<file path="src/rtl/uart_pkg.sv">
// Shared UART constants for the TX and RX blocks: FSM state indices,
// one-hot state encodings, data width and line levels for start/stop bits.
package uart_pkg;

  localparam int UART_DATA_BITS = 8;

  // One-hot bit positions of the receiver FSM.
  localparam int ST_IDLE      = 0;
  localparam int ST_START     = 1;
  localparam int ST_DATA      = 2;
  localparam int ST_STOP      = 3;
  localparam int ST_WAIT_IDLE = 4;
  localparam int NUM_STATES   = 5;

  localparam logic [NUM_STATES-1:0] S_IDLE      = 5'b00001;
  localparam logic [NUM_STATES-1:0] S_START     = 5'b00010;
  localparam logic [NUM_STATES-1:0] S_DATA      = 5'b00100;
  localparam logic [NUM_STATES-1:0] S_STOP      = 5'b01000;
  localparam logic [NUM_STATES-1:0] S_WAIT_IDLE = 5'b10000;

  localparam logic START_BIT_LVL = 1'b0;
  localparam logic STOP_BIT_LVL  = 1'b1;

endpackage

</file>
<file path="src/rtl/uart_rx_filter.sv">
// RXD front end: 2-flop synchronizer, optionally followed by a 2-of-3
// majority vote over the last three synchronized samples.
// Build option: UART_RX_MAJORITY_EN enables the majority filter.
module uart_rx_filter (
  input  logic clk,
  input  logic sync_reset,
  input  logic rxd,
  output logic line
);

  logic sync1_q, sync1_d;
  logic sync2_q, sync2_d;

  // Synchronizer next-state: plain shift of the async line.
  always_comb begin
    sync1_d = rxd;
    sync2_d = sync1_q;
  end

  // Synchronizer flops; reset to the idle (high) line level.
  always_ff @(posedge clk) begin
    if (sync_reset) begin
      sync1_q <= 1'b1;
      sync2_q <= 1'b1;
    end else begin
      sync1_q <= sync1_d;
      sync2_q <= sync2_d;
    end
  end

`ifdef UART_RX_MAJORITY_EN
  logic hist1_q, hist1_d;
  logic hist2_q, hist2_d;

  // History of the two previous synchronized samples.
  always_comb begin
    hist1_d = sync2_q;
    hist2_d = hist1_q;
  end

  // History flops; all ones so the filter starts at idle level.
  always_ff @(posedge clk) begin
    if (sync_reset) begin
      hist1_q <= 1'b1;
      hist2_q <= 1'b1;
    end else begin
      hist1_q <= hist1_d;
      hist2_q <= hist2_d;
    end
  end

  // 2-of-3 vote: a single-cycle glitch never wins.
  always_comb begin
    line = (sync2_q & hist1_q) | (sync2_q & hist2_q) | (hist1_q & hist2_q);
  end
`else
  // No filter: the receiver sees the second synchronizer flop directly.
  always_comb begin
    line = sync2_q;
  end
`endif

endmodule

</file>
<file path="src/rtl/uart_rx.sv">
// 8N1 UART receiver. Start edge is qualified at half a bit, each data bit
// and the stop bit are sampled at bit centres by a reloading down-counter.
// Build option: UART_RX_MAJORITY_EN selects the majority-vote RXD filter.
module uart_rx
  import uart_pkg::*;
#(
  parameter int BAUD_PERIOD_BITS = 16
) (
  input  logic                        clk,
  input  logic                        sync_reset,
  input  logic                        enable_RX,
  input  logic [BAUD_PERIOD_BITS-1:0] baud_rate_period_m1,
  input  logic                        RXD,
  output logic [7:0]                  SBUF_out,
  output logic                        rx_valid,
  output logic                        frame_error,
  output logic                        rx_active
);

  localparam logic [BAUD_PERIOD_BITS-1:0] CNT_ONE = 1;

  logic                        line;
  logic                        expiry;
  logic [NUM_STATES-1:0]       state_q, state_d;
  logic [BAUD_PERIOD_BITS-1:0] cnt_q, cnt_d;
  logic [2:0]                  idx_q, idx_d;
  logic [UART_DATA_BITS-1:0]   shift_q, shift_d;
  logic [UART_DATA_BITS-1:0]   sbuf_q, sbuf_d;
  logic                        rx_valid_q, rx_valid_d;
  logic                        frame_error_q, frame_error_d;

  uart_rx_filter u_filter (
    .clk        (clk),
    .sync_reset (sync_reset),
    .rxd        (RXD),
    .line       (line)
  );

  // FSM, bit timer and shifter next-state logic.
  always_comb begin
    state_d       = state_q;
    cnt_d         = cnt_q;
    idx_d         = idx_q;
    shift_d       = shift_q;
    sbuf_d        = sbuf_q;
    rx_valid_d    = 1'b0;
    frame_error_d = 1'b0;
    expiry        = (cnt_q == '0);

    case (1'b1)
      state_q[ST_IDLE]: begin
        // enable_RX only gates the start of a frame, never aborts one.
        if (enable_RX && line == START_BIT_LVL) begin
          state_d = S_START;
          cnt_d   = baud_rate_period_m1 >> 1;
        end
      end
      state_q[ST_START]: begin
        if (expiry) begin
          if (line == START_BIT_LVL) begin
            state_d = S_DATA;
            cnt_d   = baud_rate_period_m1;
            idx_d   = 3'd0;
          end else begin
            state_d = S_IDLE;  // too short to be a start bit
          end
        end else begin
          cnt_d = cnt_q - CNT_ONE;
        end
      end
      state_q[ST_DATA]: begin
        if (expiry) begin
          shift_d = {line, shift_q[UART_DATA_BITS-1:1]};  // LSB first
          idx_d   = idx_q + 3'd1;
          cnt_d   = baud_rate_period_m1;
          if (idx_q == 3'd7) state_d = S_STOP;
        end else begin
          cnt_d = cnt_q - CNT_ONE;
        end
      end
      state_q[ST_STOP]: begin
        if (expiry) begin
          if (line == STOP_BIT_LVL) begin
            sbuf_d     = shift_q;
            rx_valid_d = 1'b1;
            state_d    = S_IDLE;
          end else begin
            frame_error_d = 1'b1;
            state_d       = S_WAIT_IDLE;
          end
        end else begin
          cnt_d = cnt_q - CNT_ONE;
        end
      end
      state_q[ST_WAIT_IDLE]: begin
        // Hold off until the line recovers so a break is not a new start.
        if (line == STOP_BIT_LVL) state_d = S_IDLE;
      end
      default: state_d = S_IDLE;
    endcase
  end

  // State registers; reset discards any partial frame.
  always_ff @(posedge clk) begin
    if (sync_reset) begin
      state_q       <= S_IDLE;
      cnt_q         <= '0;
      idx_q         <= '0;
      shift_q       <= '0;
      sbuf_q        <= '0;
      rx_valid_q    <= 1'b0;
      frame_error_q <= 1'b0;
    end else begin
      state_q       <= state_d;
      cnt_q         <= cnt_d;
      idx_q         <= idx_d;
      shift_q       <= shift_d;
      sbuf_q        <= sbuf_d;
      rx_valid_q    <= rx_valid_d;
      frame_error_q <= frame_error_d;
    end
  end

  // Output mapping.
  always_comb begin
    SBUF_out    = sbuf_q;
    rx_valid    = rx_valid_q;
    frame_error = frame_error_q;
    rx_active   = ~state_q[ST_IDLE];
  end

endmodule

</file>
<file path="config.mk">
export PLATFORM = sky130hd
export DESIGN_NAME = uart_rx
export DESIGN_NICKNAME = d
export VERILOG_FILES = /design/src/rtl/uart_pkg.sv /design/src/rtl/uart_rx_filter.sv /design/src/rtl/uart_rx.sv
export SDC_FILE = /design/constraint.sdc
export NUM_CORES = 1
export LEC_CHECK = 0
export ABC_AREA = 1
export CAP_MARGIN = 20
export CORE_MARGIN = 10
export CORE_UTILIZATION = 55
export DETAILED_ROUTE_END_ITERATION = 10
export PLACE_DENSITY = 0.87
export SKIP_CTS_REPAIR_TIMING = 1
export SLEW_MARGIN = 0
export SYNTH_ARGS = -nofsm -noshare
export SYNTH_HDL_FRONTEND = slang
export SYNTH_SLANG_ARGS = --single-unit
</file>
<file path="constraint.sdc">
create_clock -name clk -period 2.4 [get_ports clk]
set_input_delay 0.24 -clock clk [delete_from_list [all_inputs] [get_ports clk]]
set_output_delay 0.24 -clock clk [all_outputs]
set_load 0.03 [all_outputs]
</file>
==> results.md <==
* Status: complete, no violations
* Clock Skew at 0.00930 ns
* Pwr Density at 560 nW/um^2
* Slew HR at 0.684
* Num CTS Buffers at 5
* Tot GR Track Use at 0.159
* XOR/XNOR share of the synthesized area at 0.0196
* First-pass GRT wire length at 11200 um
* Global placer's final weighted congestion at 0.911
* Class of the most critical setup path: reg2out
* Vias/cell at 5.29
* Clock buffer depth at 2
* Die area at 8080 sq um
* Site Rows at 25
* Setup TNS at 0 ns
* Hold Path Stages at 1
* Area after DPL at 3000 sq um
* TritonCTS clock tree: done
* Yosys cell types at 33
* Hold Path End: u_filter.line
* DP HPWL at 4580 um
* Global route hottest layer: met2
* Syn avg cell area at 6.77 sq um
* Initial DRC count at 170
* Largest net degree at the start of global routing at 24
* Terminus of the critical flop-to-flop path: SBUF_out[7]
* P_leak at 1.33 nW
* Syn nets at 421
* #FFs+latches synth at 44
* Startpoint Class: flip-flop
* Core area at 4720 sq um
* Avg WL per Cell at 13.0 um
* I/O Buffers at 30
* Chip height at 89.9 um
* Worst-Margin Slew at 0.473 ns
* Max Fclk at 494 MHz
* Drt total wl at 6380 um
* Setup ws final at 0.376 ns
* Largest family of logic cells by synthesized area: simple AND/OR/NAND/NOR gates
* Grt met2 use at 0.266
* Adder-Cell Fraction of Synth Area at 0.0186
* Syn Std Cell Area at 2690 sq um
* R2R depth at 10
* Overall power at 1.74 mW
* Via count at 2605
* Reg2Reg Setup Slack at 0.44 ns
* Fin area at 3100 sq um
* Maximum fanout along the worst path at 18
* Number of diodes at 0
* Width of the die at 89.9 um
* FF-to-FF Start: cnt_q[0]
* Syn. warnings at 0
* Data arrival, critical path at 1.78 ns
* RSZ-0062 raised after global routing: false
* Reg clk slew, reported paths at 0.08 ns
* Met1 usage at 0.188
* GR Layer Usage met3 at 0.0424
* Placement Setup Slack at 0.477 ns
* Main synth FF type: dfxtp_1
* # IOs at 31
* Post-synthesis instance total at 397
* Initial Utilization at 0.569
* Sequential area share after synthesis at 0.328
* Share of cells above drive strength 1 at 0.132
* Peak supply drop at 0.000372 V
* Max Cap Viol at 0
* Clock Sinks at 44
* Critical Path RT at 2.16 ns
* Layout Utilization at 0.656
* P&R area growth vs syn at 15.2%
* # setup viols final at 0
* Hold WC Path Type: reg2reg
* Hold path start: u_filter.sync1_q
* Final Critical Period at 2.02 ns
* CTS H-tree lvls at 2
* Clock root buffer master: clkbuf_8
* Crit end category: primary output
* Simple-gate share of the synthesized area at 0.371
* Nets at 448
* Number of global-route vias before repair at 2592
* Clock network latency to the later pin of the worst-skew pair at 0.30 ns
* Final Max Slew Viols at 0
* Post-synth ARST share at 0
* Mux cell area share after synthesis at 0
* Routed Antenna Nets at 0
* DRC at 0
* Endpoints failing hold at 0
* Initial antenna violation count at 0
* Post-synth EDFFs at 0
* Fin crit share at 0.843
* GRT Residual Overflow at 0
* Compound-Gate Fraction of Synth Area at 0.170
* Drt pass-1 iters at 4
## cell families (layout without fill, tap and decap cells)
logic type	count (synthesis)	after routing
compound gates	83	83
xor+xnor	6	6
fa+ha+maj	4	4
buf+inv	54	82
flops	44	44
simple gates	206	206
## critical path, cell delays in order (launching register included)
cell             delay (ns)
dfxtp_1                0.37
inv_2                  0.35
clkdlybuf4s50_1        0.76
## flip-flops by register name, summed over array words and instances, names as in the netlist
signal and flops:
u_filter.sync1_q 1, SBUF_out 8, rx_valid 1, idx_q 3
state_q 5, u_filter.line 1, frame_error 1, shift_q 8
cnt_q 16
## Yosys cell counts (2+ instances only)
cell | n | area share
buf_6 | 4 | 0.017
nand3_4 | 2 | 0.013
dfxtp_1 | 44 | 0.33
nand3_1 | 21 | 0.039
nand3b_1 | 2 | 0.0056
nor3_1 | 2 | 0.0037
a21oi_2 | 3 | 0.0098
o21ai_1 | 19 | 0.035
nor2_2 | 4 | 0.0093
o211ai_2 | 3 | 0.014
nand4_1 | 5 | 0.012
a21oi_1 | 27 | 0.050
nand2_1 | 86 | 0.12
o21ai_0 | 29 | 0.054
nor2_4 | 8 | 0.034
nor2_1 | 58 | 0.081
xor2_1 | 5 | 0.016
clkbuf_1 | 4 | 0.0056
inv_1 | 35 | 0.049
o21ai_2 | 2 | 0.0065
nand2_2 | 8 | 0.019
or2_2 | 4 | 0.0093
buf_1 | 2 | 0.0028
buf_2 | 3 | 0.0056
inv_2 | 4 | 0.0056
ha_1 | 4 | 0.019
nand3_2 | 3 | 0.011
## layout make-up
class                           instances  area [sq um]
Timing Repair Buffer                   34           330
Sequential cell                        44           881
Tap cell                               67          83.8
Inverter                               40           153
Multi-Input combinational cell        299          1560
Clock inverter                          2          10.0
Clock buffer                            6          82.6
Fill cell                             404          1630
## power breakdown
group / leakage, nW / switching [mW] / total, mW / internal, mW
Clock: 0.0510 / 0.258 / 0.488 / 0.230
Combinational: 0.920 / 0.294 / 0.473 / 0.179
Sequential: 0.357 / 0.0265 / 0.775 / 0.749
Total: 1.33 / 0.578 / 1.74 / 1.16
## metal layers
layer,wire length [um],vias up
li1,-,1340
met1,2830,1183
met2,3090,64
met3,330,18
met4,133,0
met5,0,-
## worst max-delay path by stage
stage / cells past startpoint / from / to
6_report: 2 / state_q[0] / rx_active
5_1_grt: 10 / cnt_q[0] / SBUF_out[3]
4_1_cts: 2 / state_q[0] / rx_active
3_5_place_dp: 10 / cnt_q[0] / SBUF_out[6]
3_3_place_gp: 10 / cnt_q[0] / SBUF_out[7]
2_1_floorplan: 12 / cnt_q[0] / cnt_q[5]
## metrics by stage
step / hold WS (ns) / std cells
after floorplan: 0.319 / 397
after global placement: 0.392 / 484
after detailed placement: 0.398 / 484
after CTS: 0.417 / 492
after global routing: 0.448 / 492
final: 0.414 / 492
## placed cells by master, fill, tap and decap left out
cell and instances:
a21oi_1 27, a21oi_2 3, buf_4 4, clkbuf_8 6, clkdlybuf4s50_1 30, clkinv_2 2
dfxtp_1 44, ha_1 4, inv_1 35, inv_2 4, inv_4 1, nand2_1 86
nand2_2 8, nand3_1 21, nand3_2 3, nand3_4 2, nand3b_1 2, nand4_1 5
nand4_2 1, nand4_4 1, nor2_1 58, nor2_2 4, nor2_4 8, nor3_1 2
nor4_1 1, o211ai_2 3, o21ai_0 29, o21ai_1 19, o21ai_2 2, or2_2 4
xnor2_1 1, xor2_1 5
Power figures use the tool's default switching activity.
